## src/rtl/fft_mult_pkg.sv

```systemverilog
// Shared constants for the FFT butterfly multiplier datapath: product
// width, output format and the rounding/saturation helpers derived from it.
package fft_mult_pkg;

    localparam int W     = 32;
    localparam int OUT_W = 16;
    localparam int FRAC  = 15;

    // Half-LSB of the retained result; adding it before the shift rounds half up.
    function automatic int round_const(input int frac);
        return 1 << (frac - 1);
    endfunction

    function automatic int sat_max(input int out_w);
        return (1 << (out_w - 1)) - 1;
    endfunction

    function automatic int sat_min(input int out_w);
        return -(1 << (out_w - 1));
    endfunction

    localparam int ROUND_CONST = round_const(FRAC);
    localparam int SAT_MAX     = sat_max(OUT_W);
    localparam int SAT_MIN     = sat_min(OUT_W);

endpackage

```

## src/rtl/cpa_slice.sv

```systemverilog
// Registered N-bit adder slice with carry-in, carry-out and load enable.
// One slice per half of the carry-propagate add.
module cpa_slice #(
    parameter int N = 16
) (
    input  logic         clk,
    input  logic         rst,
    input  logic         load,
    input  logic [N-1:0] a,
    input  logic [N-1:0] b,
    input  logic         cin,
    output logic [N-1:0] sum,
    output logic         cout
);

    // Capture a + b + cin when the stage is allowed to load; hold otherwise.
    always_ff @(posedge clk) begin
        if (rst) begin
            sum  <= '0;
            cout <= 1'b0;
        end else if (load) begin
            {cout, sum} <= {1'b0, a} + {1'b0, b} + {{N{1'b0}}, cin};
        end
    end

endmodule

```

## src/rtl/wallace_cpa_round.sv

```systemverilog
// Final carry-propagate, round-half-up and saturation stage of the FFT
// butterfly multiplier. Three pipeline stages with a valid/ready chain:
// low-half add, high-half add, round/saturate.
module wallace_cpa_round
    import fft_mult_pkg::*;
#(
    parameter int W     = fft_mult_pkg::W,
    parameter int OUT_W = fft_mult_pkg::OUT_W,
    parameter int FRAC  = fft_mult_pkg::FRAC
) (
    input  logic             clk,
    input  logic             rst,
    input  logic [W-1:0]     s_vec,
    input  logic [W-1:0]     c_vec,
    input  logic             in_valid,
    output logic             in_ready,
    output logic [OUT_W-1:0] out_data,
    output logic             out_sat,
    output logic             out_valid,
    input  logic             out_ready
);

    localparam int HW = W / 2;

    localparam logic signed [W:0] RND    = (W+1)'(round_const(FRAC));
    localparam logic signed [W:0] SAT_HI = (W+1)'(sat_max(OUT_W));
    localparam logic signed [W:0] SAT_LO = (W+1)'(sat_min(OUT_W));

    logic v1, v2, v3;
    logic ld1, ld2, ld3;

    logic [HW-1:0] lo1, s_hi1, c_hi1;
    logic          k1;
    logic [HW-1:0] lo2, hi2;
    logic          unused_hi_cout;

    logic [W-1:0]        p2;
    logic signed [W:0]   p_ext, p_rnd, r;
    logic [OUT_W-1:0]    r_data;
    logic                r_sat;

    // Load chain: a stage loads when empty or when its successor loads,
    // so bubbles collapse even while the output is stalled.
    always_comb begin
        ld3 = !v3 || out_ready;
        ld2 = !v2 || ld3;
        ld1 = !v1 || ld2;
    end

    assign in_ready  = ld1;
    assign out_valid = v3;

    // Valid bits advance with their stage's load enable.
    always_ff @(posedge clk) begin
        if (rst) begin
            v1 <= 1'b0;
            v2 <= 1'b0;
            v3 <= 1'b0;
        end else begin
            if (ld1) v1 <= in_valid;
            if (ld2) v2 <= v1;
            if (ld3) v3 <= v2;
        end
    end

    // Stage 1: low-half add, carry-out k feeds the high half next cycle.
    cpa_slice #(.N(HW)) u_lo_add (
        .clk  (clk),
        .rst  (rst),
        .load (ld1),
        .a    (s_vec[HW-1:0]),
        .b    (c_vec[HW-1:0]),
        .cin  (1'b0),
        .sum  (lo1),
        .cout (k1)
    );

    // Stage 1: high halves travel alongside the low-half result.
    always_ff @(posedge clk) begin
        if (rst) begin
            s_hi1 <= '0;
            c_hi1 <= '0;
        end else if (ld1) begin
            s_hi1 <= s_vec[W-1:HW];
            c_hi1 <= c_vec[W-1:HW];
        end
    end

    // Stage 2: high-half add; its carry-out is dropped so the product wraps mod 2^W.
    cpa_slice #(.N(HW)) u_hi_add (
        .clk  (clk),
        .rst  (rst),
        .load (ld2),
        .a    (s_hi1),
        .b    (c_hi1),
        .cin  (k1),
        .sum  (hi2),
        .cout (unused_hi_cout)
    );

    // Stage 2: low half of the product registered alongside the high add.
    always_ff @(posedge clk) begin
        if (rst) begin
            lo2 <= '0;
        end else if (ld2) begin
            lo2 <= lo1;
        end
    end

    assign p2 = {hi2, lo2};

    // Round half up with an arithmetic shift, then clip to the output range.
    always_comb begin
        p_ext  = $signed({p2[W-1], p2});
        p_rnd  = p_ext + RND;
        r      = p_rnd >>> FRAC;
        r_data = r[OUT_W-1:0];
        r_sat  = 1'b0;
        if (r > SAT_HI) begin
            r_data = OUT_W'(sat_max(OUT_W));
            r_sat  = 1'b1;
        end else if (r < SAT_LO) begin
            r_data = OUT_W'(sat_min(OUT_W));
            r_sat  = 1'b1;
        end
    end

    // Stage 3: output register, held while the consumer stalls.
    always_ff @(posedge clk) begin
        if (rst) begin
            out_data <= '0;
            out_sat  <= 1'b0;
        end else if (ld3) begin
            out_data <= r_data;
            out_sat  <= r_sat;
        end
    end

endmodule

```

## config.mk

```make
export PLATFORM = sky130hd
export DESIGN_NAME = wallace_cpa_round
export DESIGN_NICKNAME = d
export VERILOG_FILES = /design/src/rtl/fft_mult_pkg.sv /design/src/rtl/cpa_slice.sv /design/src/rtl/wallace_cpa_round.sv
export SDC_FILE = /design/constraint.sdc
export NUM_CORES = 1
export LEC_CHECK = 0
export CAP_MARGIN = 20
export CELL_PAD_IN_SITES_DETAIL_PLACEMENT = 2
export CELL_PAD_IN_SITES_GLOBAL_PLACEMENT = 2
export CORE_MARGIN = 10
export CORE_UTILIZATION = 29
export DETAILED_ROUTE_END_ITERATION = 12
export PLACE_DENSITY = 0.78
export SLEW_MARGIN = 0
export SYNTH_ARGS = -nofsm -noshare
export SYNTH_HDL_FRONTEND = slang
export SYNTH_SLANG_ARGS = --single-unit
```

## constraint.sdc

```tcl
create_clock -name clk -period 3.14 [get_ports clk]
set_input_delay 0.628 -clock clk [delete_from_list [all_inputs] [get_ports clk]]
set_output_delay 0.628 -clock clk [all_outputs]
set_load 0.05 [all_outputs]
```

==> results of run 1 <==
## worst max-delay path, stage by stage
cell and delay [ns]:
clkdlybuf4s50_1 0.42, ha_1 0.32, a21o_1 0.19, a2111oi_0 0.45
o21ai_0 0.20, a221o_1 0.37, nand2_1 0.14, a21boi_0 0.12
o31a_1 0.25
## worst min-delay path by stage
stage	start	end	depth (start not counted)
5_1_grt	c_hi1[8]$_SDFFE_PP0P_	c_hi1[8]$_SDFFE_PP0P_	2
4_1_cts	c_hi1[0]$_SDFFE_PP0P_	c_hi1[0]$_SDFFE_PP0P_	2
3_3_place_gp	s_hi1[0]$_SDFFE_PP0P_	s_hi1[0]$_SDFFE_PP0P_	2
6_report	u_lo_add.sum[14]$_SDFFE_PP0P_	u_lo_add.sum[14]$_SDFFE_PP0P_	2
3_5_place_dp	s_hi1[4]$_SDFFE_PP0P_	s_hi1[4]$_SDFFE_PP0P_	2
2_1_floorplan	c_hi1[0]$_SDFFE_PP0P_	c_hi1[0]$_SDFFE_PP0P_	2
## metal layers
layer / GRT usage, % / wire, um
met5: 0 / 0
met4: 3.491 / 111
met3: 3.911 / 464
met2: 26.21 / 6512
met1: 16.55 / 5654
## cell type report
class	instances	area, sq um	area share, %
well taps	176	220.2	4.206
inverters	12	45.04	0.8604
repair buffers	91	890.9	17.02
multi-input cells	384	2310	44.12
clock inverters	4	51.30	0.9799
flip-flops and latches	73	1461	27.92
clock buffers	12	256.5	4.900
## Yosys cell counts, drive strengths merged (3+ instances only)
| master | instances |
|---|---|
| nand3 | 17 |
| nand2 | 121 |
| nand4 | 4 |
| a21oi | 71 |
| clkbuf | 18 |
| xor2 | 9 |
| ha | 30 |
| or3 | 4 |
| nor4b | 3 |
| o21ai | 31 |
| o31ai | 4 |
| inv | 11 |
| and3 | 3 |
| a21o | 5 |
| nor3 | 5 |
| nor2 | 18 |
| dfxtp | 73 |
| buf | 6 |
| a211oi | 10 |
| xnor2 | 17 |
## flip-flops by register name, indices dropped and copies added (netlist names)
signal / count
c_hi1: 16
out_data: 16
s_hi1: 16
u_hi_add.sum: 16
lo2: 2
u_lo_add.sum: 2
out_sat: 1
out_valid: 1
u_lo_add.cout: 1
v1: 1
v2: 1
## through the flow
stage	setup slack, ns	total power [W]	utilization (%)	hold WS, ns	instance area, sq um
floorplan	0.5745	0.001388	-	0.4319	3921
global placement	0.1662	0.001575	37.21	0.4389	4927
detailed placement	-0.02193	0.001602	37.21	0.4542	4927
CTS	0.3398	0.002687	39.53	0.4636	5235
global route	0.04339	0.002795	39.53	0.4744	5235
finish	0.2920	0.002650	39.53	0.4579	5235
## logic make-up (layout without fill, tap and decap cells)
| logic type | count (synthesis) | count (layout) | synth area share (%) |
|---|---|---|---|
| and+or+nand+nor | 185 | 185 | 21.22 |
| adders and majority gates | 32 | 32 | 10.59 |
| DFF | 73 | 73 | 37.27 |
| buffers and inverters | 36 | 119 | 3.829 |
| xor gates and xnor gates | 26 | 26 | 5.807 |
| AOI/OAI and AO/OA | 141 | 141 | 21.28 |
## power by group
part | total [W] | switching [W] | internal, W
Combinational | 0.000516 | 0.000280 | 0.000236
Sequential | 0.00107 | 0.0000632 | 0.00100
Clock | 0.00107 | 0.000409 | 0.000659
Total | 0.00265 | 0.000753 | 0.00190
==> metrics.md, run 1 <==
| Metric | Value |
|---|---|
| Worst r2r path cells | `11` |
| Setup slack, reg-to-reg | `0.36 ns` |
| Reg2Reg Capture Point | `u_hi_add.sum[10]$_SDFFE_PP0P_` |
| Max Clk Rate | `around 350 MHz` |
| DP HPWL | `9700 um` |
| Cell Rows | `42` |
| Area of the mapped netlist | `0.003921 sq mm` |
| Crit path max fanout | `4` |
| Top post-synthesis cells by area | `dfxtp_1 (37%), nand2_1 (12%), ha_1 (9.6%)` |
| Vias per inst | `4.968` |
| Distinct cells, synth | `55` |
| Post-Syn Nets | `about 600` |
| CTS tree | `built` |
| Syn. warnings | `0` |
| Die width | `136.3 um` |
| Asr flop ratio synth | `0%` |
| Setup crit end kind | `register` |
| Largest net degree at the start of global routing | `42` |
| GRT overflow | `0` |
| Drt total wl | `12740 um` |
| Overall Global Routing Usage | `about 15%` |
| Die area | `0.01857 sq mm` |
| Crit start category | `input pin` |
| Post-cts sizing count | `0` |
| First-pass GRT wire length | `21840 um` |
| Worst Setup SP | `s_vec[4]` |
| Clock sink count | `73` |
| Synth Register Bits | `73` |
| Placeable Area | `0.01324 sq mm` |
| Maximum VDD drop | `260.2 uV` |
| Fin Clk Skew | `0.006048 ns` |
| Vias | `3736` |
| Post-route insts no fill | `~750` |
| Max-capacitance violation count | `0` |
| Clock tree root driver cell | `clkbuf_16` |
| Unrepaired setup endpoints after global routing | `no` |
| DRC | `0` |
| DIE HEIGHT | `between 100 and 150 um` |
| CP Capture Point | `u_lo_add.cout$_SDFFE_PP0P_` |
| Crit Path Class | `in -> reg` |
| Num CTS Buffers | `9` |
| Post-CTS Hold Fix Bufs | `0` |
| Number of flops mapped to enable cells by yosys | `0` |
| DRT iter0 DRCs | `184` |
| Antenna Cells | `0` |
| CTS H-tree depth | `3` |
| GPL Wtd Cong | `0.8118` |
| Placed cells | `around 740` |
| FILL cells | `1527` |
| PwrDens | `506.1 mW/mm^2` |
| Vias in the first global route | `4276` |
| R2r startpoint | `u_lo_add.cout$_SDFFE_PP0P_` |
| Setup Total Neg Slack | `0 ns` |
| Final Hold Fails | `0` |
| Arr. time, crit path | `3.08 ns` |
| Critical path required time | `3.37 ns` |
| Area share of the largest cell type after synthesis | `37.27%` |
| Port Buffer Count | `86` |
| Syn avg cell area | `between 7 and 8 sq um` |
| Share of layout cells above drive strength 1 | `under 10%` |
| Yosys top cell by area | `dfxtp_1` |
| Antenna violations before repair | `0` |
| Initial cell density of the core | `29.61%` |
| Final count of negative-setup-slack endpoints | `0` |
| Post-synthesis cell count | `493` |
| Routed Antenna Nets | `0` |
| Nets | `671` |
| Minimum clock period | `2.848 ns` |
| Wire length per cell | `between 15 and 20 um` |
| Seq/Total Area, Yosys | `approximately 37%` |
| Post-CTS Setup Bufs | `0` |
| Most frequent cells in the layout | `nand2_1 (121), clkdlybuf4s50_1 (84), dfxtp_1 (73), a21oi_1 (69), o21ai_0 (31)` |
| Ys flop type | `dfxtp_1` |
| Worst min-delay path class | `reg -> reg` |
| Worst-Margin Slew | `about 0.8 ns` |
| Tcrit/Tclk final | `90.70%` |
| Clock Path Buffers | `2` |
| Max Slew Vio Count | `0` |
| DRT Pass-1 Iters | `4` |
| Area Overhead vs Synth | `33.50%` |
| Clk_lat worst skew | `roughly 0.34 ns` |
| Relative slew margins | `47.58%` |
| IO Pins | `87` |
| Status | `finished clean` |
| LEAKAGE | `2.112 nW` |
| Clock transition at path regs | `approximately 0.060 ns` |
| Most common cell after layout, fill and taps aside | `nand2_1` |
Power figures use the tool's default switching activity.
==> run 2: changes to the inputs <==
--- a/config.mk
+++ b/config.mk
@@ -8,7 +8,6 @@
 export CAP_MARGIN = 20
 export CELL_PAD_IN_SITES_DETAIL_PLACEMENT = 2
 export CELL_PAD_IN_SITES_GLOBAL_PLACEMENT = 2
-export CORE_MARGIN = 10
 export CORE_UTILIZATION = 29
 export DETAILED_ROUTE_END_ITERATION = 12
 export PLACE_DENSITY = 0.78
==> run 2 against run 1 <==
Against the previous run: register-to-register slack improved by 0.03 ns; routed wire length shrank 10%; flip-flop and latch count is the same; largest cell class unchanged; core utilization is 0.082 points higher; first-iteration DRC count fell by 54%; critical endpoint is now u_lo_add.sum[14]$_SDFFE_PP0P_; fmax up 0.38%; clock-buffer cell count fell by 2; setup slack better by 0.011 ns; clock skew hardly changed.
==> metrics.md, run 2 (same netlist as run 1, synthesis figures left out) <==
| Metric | Value |
|---|---|
| Initial cell density of the core | `about 30%` |
| Post-route insts no fill | `roughly 750` |
| Int Power | `0.001855 W` |
| DRT iter0 DRCs | `85` |
| Area Overhead vs Synth | `33.25%` |
| Wire length per cell | `15.17 um` |
| GPL Wtd Cong | `0.7590` |
| R2r startpoint | `c_hi1[0]$_SDFFE_PP0P_` |
| Multi-input logic area | `0.002310 sq mm` |
| Share of layout cells above drive strength 1 | `5.556%` |
| GRT overflow | `0` |
| Hold depth | `2` |
| Vias | `approximately 3700` |
| Seq pwr share | `40.9%` |
| Most frequent cells in the layout | `nand2_1 (121), clkdlybuf4s50_1 (84), dfxtp_1 (73), a21oi_1 (69), o21ai_0 (31)` |
| DRT Pass-1 Iters | `4` |
| Minimum clock period | `2.837 ns` |
| Nets | `671` |
| PwrDens | `498.1 mW/mm^2` |
| Relative slew margins | `55.02%` |
| DP HPWL | `8678 um` |
| CP Cell Sequence | `clkdlybuf4s50_1, ha_1, a21o_1, a2111oi_0, o21ai_0, a221o_1, or2_2, nand3_1, a21oi_1` |
| Maximum VDD drop | `364.1 uV` |
| Antenna violations before repair | `0` |
| Cell Rows | `42` |
| Routed Antenna Nets | `0` |
| Crit Path Class | `in -> reg` |
| DIE HEIGHT | `118.3 um` |
| LEAKAGE | `2.105 nW` |
| Arr. time, crit path | `a little over 3 ns` |
| Worst r2r path cells | `11` |
| Final Hold Fails | `0` |
| Reg2Reg Capture Point | `u_hi_add.sum[10]$_SDFFE_PP0P_` |
| Clock sink count | `73` |
| Post-cts sizing count | `0` |
| Final count of negative-setup-slack endpoints | `0` |
| CP Capture Point | `u_lo_add.sum[14]$_SDFFE_PP0P_` |
| Switching pwr | `0.0007473 W` |
| Setup crit end kind | `register` |
| Post-CTS Setup Bufs | `0` |
| Clk_lat worst skew | `around 0.35 ns` |
| Tcrit/Tclk final | `90.36%` |
| Setup slack, reg-to-reg | `roughly 0.39 ns` |
| Crit start category | `input pin` |
| Max Clk Rate | `352.4 MHz` |
| Slowest CP cell | `a2111oi_0` |
| First-pass GRT wire length | `19730 um` |
| Fin Clk Skew | `0.006474 ns` |
| Unrepaired setup endpoints after global routing | `no` |
| Drt total wl | `11410 um` |
| Clock network fraction of total power | `39.5%` |
| Critical path required time | `3.35 ns` |
| DRC | `0` |
| Worst Setup SP | `s_vec[4]` |
| Antenna Cells | `0` |
| Top cell family by delay on the critical path | `compound AO/OA/AOI/OAI gates` |
| Worst min-delay path class | `reg -> reg` |
| Die area | `0.01399 sq mm` |
| Max-capacitance violation count | `0` |
| WP buf/inv | `1` |
| Levels on crit path | `9` |
| IO Pins | `87` |
| Max Slew Vio Count | `0` |
| Post-CTS Hold Fix Bufs | `0` |
| Port Buffer Count | `86` |
| Clock Path Buffers | `2` |
| Vias in the first global route | `4105` |
| Worst-Margin Slew | `slightly below 0.7 ns` |
| CTS tree | `built` |
| FILL cells | `between 1500 and 2000` |
| Placed cells | `736` |
| Clock tree root driver cell | `clkbuf_16` |
| Overall Global Routing Usage | `17.58%` |
| Vias per inst | `4.892` |
| Placeable Area | `0.01319 sq mm` |
| Num CTS Buffers | `9` |
| Die width | `118.3 um` |
| Crit path max fanout | `2` |
| Largest net degree at the start of global routing | `around 40` |
| CTS H-tree depth | `3` |
| Gate power share | `19.6%` |
| Most common cell after layout, fill and taps aside | `nand2_1` |
| Slowest stage delay, CP | `0.48 ns` |
| Clock transition at path regs | `approximately 0.060 ns` |
| Sw Share | `approximately 29%` |
| Storage cell area | `0.001461 sq mm` |
| WHS | `0.4514 ns` |
| Status | `finished clean` |
## run 2: changes by cell type in the layout (fill, tap and decap cells not counted)
| cell | before | now |
|---|---|---|
| clkinv_4 | 1 | 3 |
| clkbuf_8 | 2 | 0 |
## run 2: worst min-delay path, cell delays in order (launching register included)
cell     delay, ns
dfxtp_1       0.31
nand2_1       0.05
a21oi_1       0.05
## run 2: metal layers
metal | vias up | GRT usage [%] | wire, um
li1 | 1872 | - | -
met1 | 1750 | 20.60 | 5236
met2 | 47 | 31.47 | 5683
met3 | 10 | 4.633 | 371
met4 | 0 | 4.567 | 116
met5 | - | 0 | 0
## run 2: worst min path at each step
stage	startpoint	to	slack, ns
finish	out_data[15]$_SDFFE_PP0P_	out_data[15]$_SDFFE_PP0P_	0.45
global route	out_data[15]$_SDFFE_PP0P_	out_data[15]$_SDFFE_PP0P_	0.48
CTS	out_data[15]$_SDFFE_PP0P_	out_data[15]$_SDFFE_PP0P_	0.46
detailed placement	out_data[15]$_SDFFE_PP0P_	out_data[15]$_SDFFE_PP0P_	0.45
global placement	s_hi1[0]$_SDFFE_PP0P_	s_hi1[0]$_SDFFE_PP0P_	0.44
floorplan	c_hi1[0]$_SDFFE_PP0P_	c_hi1[0]$_SDFFE_PP0P_	0.43
## run 2: cell type report
class                           count  area share [%]
Timing Repair Buffer               91           17.05
Clock buffer                       10           4.382
Multi-Input combinational cell    384           44.21
Clock inverter                      6           1.317
Tap cell                          176           4.215
Sequential cell                    73           27.97
Inverter                           12          0.8621
## run 2: stage by stage
stage | utilization (%) | instance area (sq um) | worst slack (ns) | setup TNS, ns | total power (W)
finish | 39.61 | 5225 | 0.3027 | 0 | 0.002603
global route | 39.61 | 5225 | 0.1577 | 0 | 0.002736
CTS | 39.61 | 5225 | 0.2793 | 0 | 0.002651
detailed placement | 37.36 | 4927 | -0.08319 | -0.1392 | 0.001598
global placement | 37.36 | 4927 | 0.1684 | 0 | 0.001575
floorplan | - | 3921 | 0.5745 | 0 | 0.001388
## run 2: power by group through the flow
stage / clock network [W] / logic, W / registers (W)
6_report: 0.00103 / 0.000511 / 0.00106
3_5_place_dp: 0 / 0.000513 / 0.00109
5_1_grt: 0.00109 / 0.000565 / 0.00108
3_3_place_gp: 0 / 0.000496 / 0.00108
2_1_floorplan: 0 / 0.000237 / 0.00115
4_1_cts: 0.00107 / 0.000519 / 0.00107
